[config.mk]
export PLATFORM = sky130hd
export DESIGN_NAME = logic_op_arbiter_flat
export DESIGN_NICKNAME = d
export VERILOG_FILES = /design/src/rtl/logic_op_arbiter_if.sv /design/src/rtl/logic_op_arbiter.sv /design/src/flat_wrapper.sv
export SDC_FILE = /design/constraint.sdc
export NUM_CORES = 1
export LEC_CHECK = 0
export BUFFER_PORTS_ARGS = -buffer_cell sky130_fd_sc_hd__buf_2
export CAP_MARGIN = 20
export CELL_PAD_IN_SITES_DETAIL_PLACEMENT = 1
export CELL_PAD_IN_SITES_GLOBAL_PLACEMENT = 1
export CORE_MARGIN = 2
export CORE_UTILIZATION = 39
export DETAILED_ROUTE_END_ITERATION = 10
export PLACE_DENSITY = 0.95
export SETUP_SLACK_MARGIN = 0.2
export SLEW_MARGIN = 20
export SYNTH_ARGS = -nofsm -noshare
export SYNTH_HDL_FRONTEND = slang
export SYNTH_SLANG_ARGS = --single-unit
[constraint.sdc]
create_clock -name clk -period 4.4 [get_ports clk]
set_clock_uncertainty 0.05 [all_clocks]
set_input_delay 0.22 -clock clk [delete_from_list [all_inputs] [get_ports clk]]
set_output_delay 0.22 -clock clk [all_outputs]
set_load 0.03 [all_outputs]
[src/rtl/logic_op_arbiter_if.sv]
`default_nettype none
// ============================================================================
// Module      : logic_op_arbiter_if
// Description : Request/response bundle between the logic-op issuers and the
//               shared logic-op arbiter. Requests are packed per requester;
//               the response channel is a single tagged stream.
// Revision    : 1.0 - initial release
// ============================================================================
interface logic_op_arbiter_if #(
  parameter int N_REQ = 4,
  parameter int WIDTH = 8
);
  localparam int ID_W = $clog2(N_REQ);

  // Per-requester request channel
  logic [N_REQ-1:0]       req_valid;
  logic [N_REQ-1:0]       req_ready;
  logic [2*N_REQ-1:0]     req_op;
  logic [N_REQ*WIDTH-1:0] req_x;
  logic [N_REQ*WIDTH-1:0] req_y;

  // Shared response channel
  logic                   rsp_valid;
  logic                   rsp_ready;
  logic [ID_W-1:0]        rsp_id;
  logic [WIDTH-1:0]       rsp_data;

  // Status
  logic                   busy;

  // Issuer/consumer side
  modport master (
    output req_valid, req_op, req_x, req_y, rsp_ready,
    input  req_ready, rsp_valid, rsp_id, rsp_data, busy
  );

  // Arbiter side
  modport slave (
    input  req_valid, req_op, req_x, req_y, rsp_ready,
    output req_ready, rsp_valid, rsp_id, rsp_data, busy
  );
endinterface
`default_nettype wire

[src/rtl/logic_op_arbiter.sv]
`default_nettype none
// ============================================================================
// Module      : logic_op_arbiter
// Description : Shares one bitwise logic unit (OR/AND/XOR/NOR) among N_REQ
//               requesters. Round-robin grant in IDLE, one registered execute
//               cycle, then a tagged response held until accepted.
// Revision    : 1.0 - initial release
// ============================================================================
module logic_op_arbiter #(
  parameter int N_REQ = 4,
  parameter int WIDTH = 8
) (
  input  logic               clk,
  input  logic               rst_n,
  logic_op_arbiter_if.slave  bus
);
  localparam int ID_W = $clog2(N_REQ);

  localparam logic [1:0] c_OP_OR  = 2'b00;
  localparam logic [1:0] c_OP_AND = 2'b01;
  localparam logic [1:0] c_OP_XOR = 2'b10;
  localparam logic [1:0] c_OP_NOR = 2'b11;

  typedef enum logic [1:0] {
    S_IDLE = 2'd0,
    S_EXEC = 2'd1,
    S_RESP = 2'd2
  } state_t;

  state_t           r_state;
  state_t           w_next_state;

  logic [ID_W-1:0]  r_rr_ptr;
  logic [ID_W-1:0]  r_gid;
  logic [1:0]       r_op;
  logic [WIDTH-1:0] r_x;
  logic [WIDTH-1:0] r_y;
  logic             r_rsp_valid;
  logic [ID_W-1:0]  r_rsp_id;
  logic [WIDTH-1:0] r_rsp_data;

  logic             w_found;
  logic [ID_W-1:0]  w_grant;
  logic [ID_W:0]    w_scan;
  logic             w_accept;
  logic [WIDTH-1:0] w_result;
  logic [ID_W-1:0]  w_ptr_next;

  // Round-robin search: first valid requester starting at r_rr_ptr, wrapping.
  always_comb begin
    w_found = 1'b0;
    w_grant = '0;
    w_scan  = '0;
    for (int k = 0; k < N_REQ; k++) begin
      w_scan = {1'b0, r_rr_ptr} + (ID_W+1)'(k);
      if (w_scan >= (ID_W+1)'(N_REQ)) begin
        w_scan = w_scan - (ID_W+1)'(N_REQ);
      end
      if (!w_found && bus.req_valid[w_scan[ID_W-1:0]]) begin
        w_found = 1'b1;
        w_grant = w_scan[ID_W-1:0];
      end
    end
  end

  // A grant is only offered in IDLE; reset forces it low asynchronously.
  always_comb begin
    bus.req_ready = '0;
    if (rst_n && (r_state == S_IDLE) && w_found) begin
      bus.req_ready[w_grant] = 1'b1;
    end
  end

  // The offered requester is valid by construction, so an offer is a handshake.
  assign w_accept   = (r_state == S_IDLE) && w_found;
  assign w_ptr_next = (w_grant == ID_W'(N_REQ - 1)) ? '0 : (w_grant + 1'b1);

  // Shared logic unit operating on the latched request.
  always_comb begin
    w_result = '0;
    case (r_op)
      c_OP_OR:  w_result = r_x | r_y;
      c_OP_AND: w_result = r_x & r_y;
      c_OP_XOR: w_result = r_x ^ r_y;
      c_OP_NOR: w_result = ~(r_x | r_y);
      default:  w_result = '0;
    endcase
  end

  // Next-state logic: one execute cycle, response held until consumed.
  always_comb begin
    w_next_state = r_state;
    case (r_state)
      S_IDLE:  if (w_accept) w_next_state = S_EXEC;
      S_EXEC:  w_next_state = S_RESP;
      S_RESP:  if (bus.rsp_ready) w_next_state = S_IDLE;
      default: w_next_state = S_IDLE;
    endcase
  end

  // State register.
  always_ff @(posedge clk or negedge rst_n) begin
    if (!rst_n) begin
      r_state <= S_IDLE;
    end else begin
      r_state <= w_next_state;
    end
  end

  // Capture the winning request and advance priority past the winner.
  always_ff @(posedge clk or negedge rst_n) begin
    if (!rst_n) begin
      r_rr_ptr <= '0;
      r_gid    <= '0;
      r_op     <= '0;
      r_x      <= '0;
      r_y      <= '0;
    end else if (w_accept) begin
      r_rr_ptr <= w_ptr_next;
      r_gid    <= w_grant;
      r_op     <= bus.req_op[2*w_grant +: 2];
      r_x      <= bus.req_x[WIDTH*w_grant +: WIDTH];
      r_y      <= bus.req_y[WIDTH*w_grant +: WIDTH];
    end
  end

  // Response register: loaded in EXEC, valid held through RESP until accepted.
  always_ff @(posedge clk or negedge rst_n) begin
    if (!rst_n) begin
      r_rsp_valid <= 1'b0;
      r_rsp_id    <= '0;
      r_rsp_data  <= '0;
    end else begin
      if (r_state == S_EXEC) begin
        r_rsp_valid <= 1'b1;
        r_rsp_id    <= r_gid;
        r_rsp_data  <= w_result;
      end else if ((r_state == S_RESP) && bus.rsp_ready) begin
        r_rsp_valid <= 1'b0;
      end
    end
  end

  assign bus.rsp_valid = r_rsp_valid;
  assign bus.rsp_id    = r_rsp_id;
  assign bus.rsp_data  = r_rsp_data;
  assign bus.busy      = (r_state != S_IDLE);

endmodule
`default_nettype wire

[src/flat_wrapper.sv]
// flat-port wrapper written by rule: the top's interface ports become plain ports
module logic_op_arbiter_flat 
#(
  parameter int N_REQ = 4,
  parameter int WIDTH = 8
)
  (clk, rst_n, bus_req_valid, bus_req_op, bus_req_x, bus_req_y, bus_rsp_ready, bus_req_ready, bus_rsp_valid, bus_rsp_id, bus_rsp_data, bus_busy);
  logic_op_arbiter_if #(.N_REQ(N_REQ), .WIDTH(WIDTH)) bus_i ();
  input  logic clk;
  input  logic rst_n;
  input wire logic [$bits(bus_i.req_valid)-1:0] bus_req_valid;
  input wire logic [$bits(bus_i.req_op)-1:0] bus_req_op;
  input wire logic [$bits(bus_i.req_x)-1:0] bus_req_x;
  input wire logic [$bits(bus_i.req_y)-1:0] bus_req_y;
  input wire logic [$bits(bus_i.rsp_ready)-1:0] bus_rsp_ready;
  output wire logic [$bits(bus_i.req_ready)-1:0] bus_req_ready;
  output wire logic [$bits(bus_i.rsp_valid)-1:0] bus_rsp_valid;
  output wire logic [$bits(bus_i.rsp_id)-1:0] bus_rsp_id;
  output wire logic [$bits(bus_i.rsp_data)-1:0] bus_rsp_data;
  output wire logic [$bits(bus_i.busy)-1:0] bus_busy;
  assign bus_i.req_valid = bus_req_valid;
  assign bus_i.req_op = bus_req_op;
  assign bus_i.req_x = bus_req_x;
  assign bus_i.req_y = bus_req_y;
  assign bus_i.rsp_ready = bus_rsp_ready;
  assign bus_req_ready = bus_i.req_ready;
  assign bus_rsp_valid = bus_i.rsp_valid;
  assign bus_rsp_id = bus_i.rsp_id;
  assign bus_rsp_data = bus_i.rsp_data;
  assign bus_busy = bus_i.busy;
  logic_op_arbiter #(.N_REQ(N_REQ), .WIDTH(WIDTH)) u_core (.clk(clk), .rst_n(rst_n), .bus(bus_i));
endmodule
[Word-level counts from Yosys, hierarchy flattened]
Cells that the tools add are included.
Cells by class
  equality and inequality tests: 8
  shift operators: 3
  bitwise gates (word level): 4
  multiplexer cells: 30
  add/subtract/negate cells: 8
  reduce and logical (&&, ||, !) cells: 16
  order comparisons: 10
Operators with widths (number)
  32-bit by 6-bit variable part select with 8-bit output: 2
  8-bit one-hot mux with 4 select lines: 1
  2-bit two-way mux: 11
  2-bit by 3-bit < comparator with 1-bit output, second input constant: 5
  1-bit two-way mux: 11
  3-bit >= comparator, second input constant: 3
  8-bit bitwise AND: 1
  1-bit binary-select mux with 2-bit select: 4
  2-bit equality test, second input constant: 4
  1-bit logical AND: 8
  8-bit NOT: 1
  8-bit bitwise OR: 1
  8-bit by 4-bit variable part select with 2-bit output: 1
  2-bit by 1-bit subtractor with 2-bit output, second input constant: 4
  8-bit bitwise XOR: 1
  2-bit by 2-bit adder with 3-bit output, second input constant: 2
  2-bit one-hot mux with 3 select lines: 1
  2-bit by 1-bit equality test with 1-bit output, second input constant: 2
  2-bit logical NOT: 2
  4-bit two-way mux: 1
  2-bit nonzero test: 2
  2-bit by 1-bit adder with 3-bit output, second input constant: 1
  2-bit by 3-bit >= comparator with 1-bit output, second input constant: 1
  1-bit logical NOT: 3
  6 further kinds: 6
Storage, ports and cells
  input bits: 79
  output and inout bits: 16
  register bits after elaboration: 35
  word-level logic and storage cells: 88

[Depth between registers and ports, before layout]
Gate-level depths: netlist of the first run.
  depth after elaboration: 19
  depth in mapped cells: 8
  gate-level depth less buffers: 7

[Worst setup path after synthesis of the first run]
OpenSTA, ideal clock, no wires.
  path kind: flip-flop to output port
  start: register u_core.r_rr_ptr[1]
  end: output port bus_req_ready[3]
  path buffers: 2
  stages on the path, launching flop included: 6
  arrival time: 1.825 ns
  slack: 2.305 ns
  required time: 4.130 ns
  path through: dfrtp_1 > buf_4 > mux2i_1 > a221o_2 > buf_6 > nor3_1
On the way
  word-level cells in the longest chain between the ends: 19
  elaborated cells on any way between the ends: 44
  classes of those cells: add/sub (7); order compare (6); mux (23); reduce/logical (8)
Ends and longest elaborated chain
  start, declared: RTL line logic_op_arbiter.sv:33  | logic [ID_W-1:0] r_rr_ptr;
  start signal, assigned: RTL line logic_op_arbiter.sv:119  | r_rr_ptr <= w_ptr_next;
  parallel branches: the longest is 18 deep, another holds 2-bit by 1-bit adder with 3-bit output
  4-bit two-way mux *: RTL line logic_op_arbiter.sv:69  | if (rst_n && (r_state == S_IDLE) && w_found) begin
  end, declared: RTL line flat_wrapper.sv:16  | output wire logic [$bits(bus_i.req_ready)-1:0] bus_req_ready;
Mark *: on every way between the ends. The select of a mux whose other input is x is not followed.

[Worst setup path after layout of the first run]
  start: register u_core.r_state[0]
  end: output port bus_req_ready[3]
On the way
  word-level cells in the longest chain between the ends: 4
Ends and longest elaborated chain
  start, declared: RTL line logic_op_arbiter.sv:30  | state_t r_state;
  start signal, assigned: RTL line logic_op_arbiter.sv:106  | r_state <= w_next_state;
  2-bit logical NOT: RTL line logic_op_arbiter.sv:69
  1-bit logical AND (2 in a row): RTL line logic_op_arbiter.sv:69
  4-bit two-way mux: RTL line logic_op_arbiter.sv:69
No other way between the ends.

==> impl_summary.md, run 1 <==
Critical path
The required time at the endpoint of the critical path is between 4 and 5 ns. The worst register-to-register path begins at u_core.r_rr_ptr[1]. The worst reg-to-reg path cell count is 5. The type of destination of the critical path is a primary output. The path type of the worst setup path is reg -> out.

Along the worst path, the maximum fanout reaches 24. The worst path arrival time is approximately 2.4 ns. For flop-to-flop paths, the worst setup slack is ~2.2 ns. The startpoint kind of the worst setup timing path is a flip-flop. The most critical setup path has its endpoint at bus_req_ready[3]. The endpoint identified for the worst register-to-register timing path is u_core.r_y[0]. The startpoint of the worst setup timing path is u_core.r_state[0].

GRT
The largest net degree at the start of global routing is 40. The number of antenna violations at the first check in global routing is 0. The via count of the first global-routing pass is roughly 2600. Global routing used between 20 and 25% of the available tracks.

For this run the aggregate overflow at the end of global routing stands at 0. The global-route wire length before repair is about 13 mm.

Floorplanning
The floorplan row count is 29. The full die area is roughly 7000 µm². The width of the die is around 84 µm. Pin placement for this block handled 95 I/O pins.

The core region is around 6200 µm². The starting utilization of the core area is 39.6%. Measured along the y axis, the die boundary spans roughly 84 µm.

Final layout
The fraction of layout instances using a drive strength above 1 is a little over a third. The filler cells instantiated in the layout total around 800. The finished layout holds 426 standard cells, fillers aside. The number of antenna repair diodes is 0.

The net count of the finished layout is roughly 440. The relative area change from synthesis to final layout is 22.3%. Summing all non-filler instances in the final layout gives an area of a little over 3000 µm².

Clock network
The clock passes through at most 2 buffers. The number of setup buffers added after CTS is 0. The H-tree was split into 2 levels. The clock edge transition at the registers on the reported setup and hold paths is about 0.070 ns. The number of sinks driven by the clock tree is 35. Once the clock tree was built, the resizer swapped 0 gates to a different size. The cell sitting at the root of the clock tree is a sky130_fd_sc_hd__clkbuf_8. The number of hold buffers added after CTS was 0. The clock reaches the later pin of the worst-skew pair after slightly below 0.3 ns. The clock tree from TritonCTS is built. The number of buffers created by CTS is 5.

Timing
On the final layout, the worst hold slack is -0.0167 ns. The total count of max-transition violations in the final report is 0. In the finished design, the share of the clock period the worst path needs comes to between 60% and 70%. The number of endpoints with negative hold slack in the final report is 22. The worst path needs around 2.7 ns of the cycle, external delays included. The maximum clock frequency is around 370 MHz. Setup repair after global routing left no endpoint under its margin. Setup violations remaining at the end of the flow were counted as 0.

Measured against its own limit, the worst slew margin works out to 33.4%. The final total negative setup slack is 0 ns. For the pin with the worst max-slew slack, the measured transition is roughly 1 ns.

Logic synthesis
The flip-flop and latch count after synthesis is 35. The fraction of registers with async set or reset after synthesis is 100%. The predominant post-synthesis flop cell is sky130_fd_sc_hd__dfrtp_1. Of the synthesized area, sequential elements account for a little over a third. Summed over all instances, the cell type with the most area after synthesis is sky130_fd_sc_hd__dfrtp_1. The synthesized cell area is about 2500 µm². During synthesis, Yosys emitted a total of 0 warnings. The commonest cells after synthesis are sky130_fd_sc_hd__dfrtp_1, sky130_fd_sc_hd__nor2_1, sky130_fd_sc_hd__inv_1, sky130_fd_sc_hd__mux2i_1, sky130_fd_sc_hd__nand2_1. The number of enable flip-flop cells after synthesis is 0. Averaged over all synthesized cells, the footprint is approximately 9.4 µm². The share of the synthesized area in the top cell type is between 30% and 40%. Counting every net in the synthesized netlist gives 360. The number of distinct library cells after synthesis is 35. Sorting the synthesized cells by area gives the leading types as sky130_fd_sc_hd__dfrtp_1, sky130_fd_sc_hd__mux2i_1, sky130_fd_sc_hd__ha_1, sky130_fd_sc_hd__a221oi_2, sky130_fd_sc_hd__o22ai_1.

Synthesis handed over a netlist of roughly 260 instances. The most instantiated library cell after synthesis is sky130_fd_sc_hd__dfrtp_1.

Route
The detailed router finished its first iteration with a little under 60 violations. The count of TritonRoute iterations in the first routing pass is 4. The detail route stage leaves a number of antenna-violating nets equal to 0. The ratio of routed vias to standard cells is roughly 5.6.

The wire length after detailed routing is 7.81 mm. The detail-routed net length per standard cell is about 18 µm. Detailed routing inserted a total of approximately 2400 vias. The final routed DRC violation total is 0.

Place
Summing all placed instances gives a cell area of 2920 µm². The total half-perimeter wirelength after legalization and detailed placement is between 5 and 6 mm. The routability congestion estimate from global placement is just over 0.8. The number of buffer cells added on primary ports is 94.

Including well taps, the total number of placed cells is 418.

Outcome
The checks that failed: hold timing. The run finished, with violations left.

Power and ir drop
The power per cell area is ~740 nW/µm². VDD sags by at most roughly 0.43 mV. The reported leakage power is between 1.5 and 2 nW.

Hold path
The min-delay analysis places its worst path in the category in -> async.

Run
The tool flagged a number of max-cap violations equal to 0.
-- layer usage --
metal / vias to the layer above / track usage (%) / share of wire [%]
li1: 1113 / - / -
met1: 1181 / 27.0 / 40
met2: 83 / 42.4 / 54
met3: 15 / 5.14 / 5.0
met4: 0 / 4.99 / 1.7
met5: - / 0 / 0
-- cell type report --
class                           count  area (µm²)  area share, %
Multi-Input combinational cell    187        1380           45.7
Sequential cell                    35         876           29.0
Timing Repair Buffer               95         478           15.8
Clock buffer                        8         100           3.31
Tap cell                           77        96.3           3.19
Inverter                           24        90.1           2.98
-- cells by family (layout without fill, tap and decap cells) --
family,Yosys count,after routing,synth area share [%]
adders and majority gates,17,17,8.61
muxes,29,29,12.1
AOI/OAI and AO/OA,75,75,23.0
DFF,35,35,35.4
buffers and inverters,42,127,8.61
and+or+nand+nor,66,66,12.3
-- critical path: stages, from the launching register on --
cell and delay (ns):
sky130_fd_sc_hd__dfrtp_1 0.42, sky130_fd_sc_hd__nor2_1 0.22, sky130_fd_sc_hd__o21ai_4 0.09, sky130_fd_sc_hd__inv_2 0.32
sky130_fd_sc_hd__nand2_1 0.53, sky130_fd_sc_hd__nor3_1 0.28, sky130_fd_sc_hd__buf_2 0.24
-- how the worst min path moves through the flow --
stage / end / from / slack (ns) / cells past startpoint
6_report: u_core.r_rr_ptr[1] / rst_n / -0.02 / 1
5_1_grt: u_core.r_state[0] / rst_n / 0.05 / 1
4_1_cts: u_core.r_rr_ptr[1] / rst_n / 0.02 / 1
3_5_place_dp: u_core.r_rr_ptr[1] / rst_n / 0.32 / 1
2_1_floorplan: u_core.bus.rsp_data[0] / rst_n / -0.13 / 0
3_3_place_gp: u_core.r_rr_ptr[1] / rst_n / 0.31 / 1
-- report_power, final --
part	leakage (nW)	switching (mW)	internal [mW]
registers	0.414	0.198	0.487
clock network	0.0515	0.121	0.143
logic	1.12	0.770	0.516
-- sequential cells by signal, indices dropped and copies added, names as in the netlist --
signal / count
u_core.bus.rsp_valid: 1
u_core.bus.rsp_data: 8
u_core.r_y: 8
u_core.r_gid: 2
u_core.r_op: 2
u_core.r_rr_ptr: 2
u_core.r_state: 2
u_core.bus.rsp_id: 2
u_core.r_x: 8
-- metrics by stage --
stage,setup slack [ns],power (mW),utilization [%]
after floorplan,2.31,1.62,-
after global routing,1.53,2.41,48.4
after CTS,1.71,2.24,48.4
after detailed placement,2.09,1.95,46.8
after global placement,2.11,1.82,46.8
final,1.72,2.23,48.4
-- layout by cell type (no fill, tap or decap), types with 3 or more instances in the layout --
cell type and instances:
sky130_fd_sc_hd__buf_2 94, sky130_fd_sc_hd__dfrtp_1 35, sky130_fd_sc_hd__nor2_1 29, sky130_fd_sc_hd__inv_1 23, sky130_fd_sc_hd__mux2i_1 23, sky130_fd_sc_hd__nand2_1 20
sky130_fd_sc_hd__o22ai_1 18, sky130_fd_sc_hd__ha_1 17, sky130_fd_sc_hd__o21ai_0 16, sky130_fd_sc_hd__a21oi_1 10, sky130_fd_sc_hd__a221oi_2 9, sky130_fd_sc_hd__a221oi_1 9
sky130_fd_sc_hd__clkbuf_8 7, sky130_fd_sc_hd__mux2_2 6, sky130_fd_sc_hd__nand2b_1 4, sky130_fd_sc_hd__and3_1 4, sky130_fd_sc_hd__nor2b_1 3, sky130_fd_sc_hd__o211ai_1 3
sky130_fd_sc_hd__o31ai_1 3
No activity file was read; power rests on OpenSTA's default activity.
==> inputs of run 2 (changes only) <==
--- a/config.mk
+++ b/config.mk
@@ -10,9 +10,9 @@
 export CELL_PAD_IN_SITES_DETAIL_PLACEMENT = 1
 export CELL_PAD_IN_SITES_GLOBAL_PLACEMENT = 1
 export CORE_MARGIN = 2
-export CORE_UTILIZATION = 39
+export CORE_UTILIZATION = 33
 export DETAILED_ROUTE_END_ITERATION = 10
-export PLACE_DENSITY = 0.95
+export PLACE_DENSITY = 0.88
 export SETUP_SLACK_MARGIN = 0.2
 export SLEW_MARGIN = 20
 export SYNTH_ARGS = -nofsm -noshare
==> constraint.sdc (replaced) <==
create_clock -name clk -period 2.4 [get_ports clk]
set_clock_uncertainty 0.05 [all_clocks]
set_input_delay 0.12 -clock clk [delete_from_list [all_inputs] [get_ports clk]]
set_output_delay 0.12 -clock clk [all_outputs]
set_load 0.03 [all_outputs]
==> impl_summary.md, run 2 (synthesized netlist as in run 1, its figures left out) <==
Outcome
The run finished with clean final reports.

Place
Summing all placed instances gives a cell area of 3000 µm². The congestion estimate from routability-driven global placement came to 0.765. The number of buffer cells added on primary ports is 94. Summed over all nets, the half-perimeter wirelength after detailed placement is ~6.0 mm.

GRT
The global-route wire length before repair is about 12 mm. For this run the aggregate overflow at the end of global routing stands at 0. The number of antenna violations at the first check in global routing came to 0.

For this run, the total global-route usage over all layers was measured as between 10% and 20%. The via count of the first global-routing pass is roughly 2500. The largest net degree at the start of global routing is 30.

Final layout
The most common cell after layout, fill and taps aside is sky130_fd_sc_hd__buf_2. Leaving out fill and tap cells, the most frequent cells in the layout are sky130_fd_sc_hd__buf_2, sky130_fd_sc_hd__dfrtp_1, sky130_fd_sc_hd__nor2_1. The number of nets in the layout is about 460. The number of antenna repair diodes is 0. The relative area change from synthesis to final layout is 26.3%. After routing the design area is 3120 µm². The fraction of layout instances using a drive strength above 1 is between 30% and 40%. Counting the fill cells in the layout gives ~900.

Critical path
STA classifies the critical path endpoint as a primary output. The maximum fanout encountered on the critical timing path is 10. Walking the worst path, the cells encountered are nand2b_1, nand2_1, and3_1, buf_4, and3_1, buf_2. The cell seen most often among critical-path stages is sky130_fd_sc_hd__and3_1. For flop-to-flop paths, the worst setup slack is between 0.4 and 0.5 ns. The path type of the worst setup path is reg -> out.

The slowest stage cell on the critical path is sky130_fd_sc_hd__dfrtp_2. STA puts the critical path data required time at approximately 2.2 ns. At the worst endpoint, the arrival time is 1.91 ns.

The worst setup path is launched from a flip-flop. For this run, the slowest stage of the critical path takes 0.46 ns.

Clock network
The longest clock path from root to sink contains 2 buffers. The number of sinks driven by the clock tree is 35. The clock root buffer is sky130_fd_sc_hd__clkbuf_8. The level count of the clock H-tree is 2. TritonCTS built the clock tree. The clock edge transition at the registers on the reported setup and hold paths is roughly 0.07 ns. At the later pin of the worst-skew pair, clock insertion delay measures just under 0.3 ns. The number of clock buffers added by TritonCTS is 5.

Timing
At the pin with the least slew margin, the transition time is between 0.8 and 0.9 ns. The final total negative setup slack is 0 ns. The final critical path takes up 86.6% of the cycle. Static timing analysis puts the maximum clock frequency at just under 500 MHz.

The tightest slew margin relative to the limit is between 40% and 50%. The worst path in the final design needs a cycle of ~2.1 ns, including I/O delays and setup. Setup repair after global routing left no endpoint under its margin. The count of endpoints failing setup in the final report is 0. The number of endpoints with negative hold slack in the final report is 0. The total count of max-transition violations in the final report is 0.

Floorplanning
The height of the chip is 90.5 µm. The floorplan row count is 31. The initial utilization of the core area, before any placement, comes to 34.1%. The core region is 7250 µm². Measured along the x axis, the die boundary spans slightly above 90 µm.

The floorplan step defined a die boundary enclosing a little over 8000 µm². In this run the count of I/O pins placed on the die edge is between 90 and 100.

Power and ir drop
In this run the static leakage power is around 1.6 nW. Power spread over the standard cell area amounts to between 1000 and 1500 nW/µm². Power comes to around 4 mW.

The maximum vdd ir drop is a little under 0.5 mV.

Route
The remaining number of nets flagged by the antenna check after routing is 0. Summing over every cut layer, the via total after detailed routing is between 2000 and 2500. The detailed router's first-iteration violation count is 78. Dividing the detail-routed via count by the number of cells gives 5.18.

In the routed design, unresolved DRC markers number 0. After detailed routing, the average wire length per cell comes to between 15 and 20 µm. The wire length after detailed routing is roughly 7.8 mm. The count of TritonRoute iterations in the first routing pass is 4.

Hold path
The tightest min-delay check is of the in -> reg type.

Run
The reported max-cap violation count is 0.
==> run 2: changes by cell type in the layout (fill, tap and decap cells not counted) <==
cell / before / now
sky130_fd_sc_hd__dfrtp_2: 0 / 1
sky130_fd_sc_hd__dfrtp_1: 35 / 34
sky130_fd_sc_hd__clkbuf_8: 7 / 5
sky130_fd_sc_hd__inv_2: 1 / 0
sky130_fd_sc_hd__inv_4: 0 / 1
sky130_fd_sc_hd__nand2_1: 20 / 19
sky130_fd_sc_hd__buf_4: 1 / 12
sky130_fd_sc_hd__nand2_2: 0 / 1
sky130_fd_sc_hd__dlygate4sd3_1: 0 / 1
==> run 2: power breakdown <==
group	total, mW	internal, mW	leakage (nW)	switching (mW)
registers	1.23	0.895	0.413	0.340
logic	2.38	1.01	1.17	1.36
clock network	0.403	0.194	0.0371	0.209
==> run 2: per-layer routing <==
layer | up-vias | share of wire (%) | track usage, %
li1 | 1134 | - | -
met1 | 1153 | 40 | 21.4
met2 | 71 | 52 | 34.7
met3 | 16 | 5.5 | 4.76
met4 | 0 | 2.4 | 6.54
met5 | - | 0 | 0
==> run 2: area by class of cell <==
cell class | count | area (µm²) | area share [%]
Tap cell | 99 | 124 | 3.97
Sequential cell | 35 | 877 | 28.1
Clock buffer | 6 | 72.6 | 2.32
Multi-Input combinational cell | 187 | 1390 | 44.4
Timing Repair Buffer | 107 | 571 | 18.3
Inverter | 24 | 92.6 | 2.97
==> run 2: metrics by stage <==
| stage | hold WS, ns | cells | setup WS, ns | util (%) |
|---|---|---|---|---|
| final | 0.0677 | 458 | 0.323 | 43.0 |
| after global routing | 0.0841 | 458 | 0.205 | 43.0 |
| after CTS | 0.0667 | 453 | 0.210 | 42.5 |
| after detailed placement | -0.0529 | 446 | 0.366 | 41.3 |
| after global placement | -0.0500 | 446 | 0.403 | 41.3 |
| after floorplan | -0.226 | 264 | 0.405 | - |
==> run 2: path summary, 6_finish.rpt <==
path | from | cells past startpoint | endpoint
max in group asynchronous | rst_n | 3 | u_core.r_x[6]
max reg2reg | u_core.r_rr_ptr[1] | 6 | u_core.r_x[7]
min reg2reg | u_core.bus.rsp_data[2] | 2 | u_core.bus.rsp_data[2]
min | bus_rsp_ready | 4 | u_core.r_state[1]
min in group asynchronous | rst_n | 2 | u_core.r_rr_ptr[0]
max | u_core.r_rr_ptr[1] | 6 | bus_req_ready[1]
==> run 2: critical path: cells and delay by family, from the launching register on <==
kind,cells,cell delay (ns)
buf+inv,2,0.45
flops,1,0.46
simple gates,4,0.70
==> run 2: what timing repair did <==
action / 4_1_cts / 5_1_grt
hold buffers: 1 / 0
resized for setup: 1 / 2
endpoints found under the setup margin: 1 / 3
endpoints found under the hold margin: 6 / 0
buffers inserted: 0 / 5
==> inputs of run 3 (changes only) <==
==> constraint.sdc (replaced) <==
create_clock -name clk -period 2.4 [get_ports clk]
set_clock_uncertainty 0.05 [all_clocks]
set_input_delay 0.36 -clock clk [delete_from_list [all_inputs] [get_ports clk]]
set_output_delay 0.36 -clock clk [all_outputs]
set_load 0.03 [all_outputs]
==> impl_summary.md, run 3 (synthesized netlist as in run 1, its figures left out) <==
Outcome
The run finished with clean final reports.

Floorplanning
The full die area is approximately 8000 µm². The die is around 91 µm wide. Row generation in the floorplan step produced 31 rows.

From bottom edge to top edge, the die measures ~91 µm. The top-level port count is 95. The starting utilization of the core area is approximately 34%. After floorplanning, the core was sized to cover 7250 µm².

Final layout
The layout has roughly 900 filler cells. The fraction of layout instances using a drive strength above 1 is about two fifths. The library cell used most frequently in the layout, excluding fill and tap cells, is sky130_fd_sc_hd__buf_2. 0 antenna diodes ended up in the layout.

The relative area change from synthesis to final layout is 29.0%. The final design instance area without fill is around 3200 µm². The net count of the finished layout is between 400 and 500. In the layout the commonest cells are sky130_fd_sc_hd__buf_2, sky130_fd_sc_hd__dfrtp_1, sky130_fd_sc_hd__nor2_1.

GRT
The global-route wire length before repair is approximately 12 mm. The total overflow reported by the global router is 0. The largest net degree at the start of global routing is 25.

Global routing used between 15 and 20% of the available tracks across all layers. The number of antenna violations at the first check in global routing was 0. The via count of the first global-routing pass is 2478.

Clock network
The maximum clock path buffer count is 2. The number of buffers created by CTS is 5. The clock root buffer is sky130_fd_sc_hd__clkbuf_8. The clock edge transition at the registers on the reported setup and hold paths is around 0.07 ns.

The clock tree synthesis step divided the H-tree into 2 levels. TritonCTS built the clock tree. The clock net in this run drives a total of 35 sinks. The insertion delay of the later-clocked pin in the worst-skew pair is 0.29 ns.

Timing
Setup repair after global routing left no endpoint under its margin. The count of endpoints failing setup in the final report is 0. The maximum clock frequency is roughly 460 MHz. The final total negative setup slack is 0 ns. The tightest slew margin relative to the limit is between 40% and 50%.

The final period demand of the worst path is between 2 and 2.5 ns. For the pin with the worst max-slew slack, the measured transition is ~0.75 ns. The final worst-path cycle share is 89.7%. The total count of max-transition violations in the final report is 0. The number of endpoints with negative hold slack in the final report is 0.

Route
The final routed DRC violation total is 0. Dividing the detail-routed via count by the number of cells gives between 5 and 6. The via total after detailed routing is roughly 2300.

In this run the remaining antenna-violating nets after routing total 0. The detail-routed net length per standard cell is 15.4 µm. For this block, the initial DRC count from the detailed router was 92. The wire length after detailed routing is about 7 mm. The count of TritonRoute iterations in the first routing pass is 4.

Power and ir drop
For this design the static power due to leakage is 1.64 nW. The maximum vdd ir drop is approximately 0.49 mV. In this run the power density over the cells is between 1000 and 1500 nW/µm².

Critical path
In this run the worst setup path terminates at bus_req_ready[2]. The critical register-to-register path startpoint is u_core.r_rr_ptr[1]. The worst path arrival time is ~1.7 ns.

The type of destination of the critical path is a primary output. The path type of the worst setup path is reg -> out. In this run the worst setup path begins at u_core.r_rr_ptr[1]. The endpoint identified for the worst register-to-register timing path is u_core.r_x[2]. The maximum fanout encountered on the critical timing path is 7. STA classifies the critical path startpoint as a flip-flop. Data on the critical path is required at its endpoint by just under 2 ns.

The worst reg-to-reg path cell count is 8. The reg-to-reg setup timing slack is 0.37 ns.

Hold path
The tightest min-delay check is of the in -> reg type.

Place
Routability-driven placement finished with a final weighted congestion of between 0.8 and 0.9. The total half-perimeter wirelength after legalization and detailed placement is between 5 and 6 mm. Buffers placed on the I/O ports in this run total 94. The placed instance area is approximately 3000 µm².

Run
Across the run, the number of max-cap violations was 0.
## run 3: cell count changes in the layout (fill, tap and decap cells not counted), sizes merged
cell,previous run,this run
clkbuf,6,5
clkinv,0,3
## run 3: through the flow
step	utilization (%)	setup slack (ns)	total power, mW	cells	hold WS (ns)
3_3_place_gp	41.5	0.335	3.40	447	0.143
5_1_grt	43.9	0.206	4.47	460	0.323
6_report	43.9	0.246	4.08	460	0.294
2_1_floorplan	-	0.421	2.97	264	0.0144
4_1_cts	43.3	0.199	4.05	459	0.281
3_5_place_dp	41.5	0.280	3.55	447	0.143
## run 3: worst min path at each step
stage             startpoint                      to  slack (ns)  cells past startpoint
6_report       bus_rsp_ready       u_core.r_state[1]        0.29                      4
5_1_grt        bus_req_y[20]           u_core.r_y[4]        0.32                      3
4_1_cts        bus_rsp_ready       u_core.r_state[1]        0.28                      4
3_5_place_dp           rst_n      u_core.r_rr_ptr[1]        0.14                      1
3_3_place_gp           rst_n      u_core.r_rr_ptr[1]        0.14                      1
2_1_floorplan          rst_n  u_core.bus.rsp_data[0]        0.01                      0
## run 3: layer usage
layer,routed length (µm),share of wire (%),vias up,track usage [%]
met1,3000,42,1095,21.0
met2,3690,52,59,31.5
met4,82,1.2,0,5.51
li1,-,-,1143,-
met3,310,4.4,8,2.67
met5,0,0,-,0
## run 3: power by group
group	internal, mW	switching (mW)	total (mW)
combinational	1.05	1.38	2.43
sequential	0.897	0.339	1.24
clock	0.199	0.219	0.417
## run 3: worst max-delay path: stages, from the launching register on
cell and delay [ns]:
sky130_fd_sc_hd__dfrtp_2 0.46, sky130_fd_sc_hd__buf_4 0.16, sky130_fd_sc_hd__o2bb2ai_2 0.11, sky130_fd_sc_hd__o22a_2 0.23, sky130_fd_sc_hd__ha_2 0.20, sky130_fd_sc_hd__and3_4 0.17, sky130_fd_sc_hd__buf_6 0.13
## run 3: cell type report
type                            count  area, µm²  share of cell area (%)
Clock buffer                        5       68.8                    2.16
Clock inverter                      3       15.0                   0.471
Inverter                           24       95.1                    2.98
Multi-Input combinational cell    187       1420                    44.5
Sequential cell                    35        878                    27.6
Tap cell                           99        124                    3.89
Timing Repair Buffer              107        587                    18.4
## run 3: timing repair
action                     in CTS  in global routing
setup endpoints to repair       4                  3
resized for setup               7                 10
hold endpoints to repair        1                  0
buffers inserted                3                  1
pin swaps                       1                  3
hold buffers                    1                  0
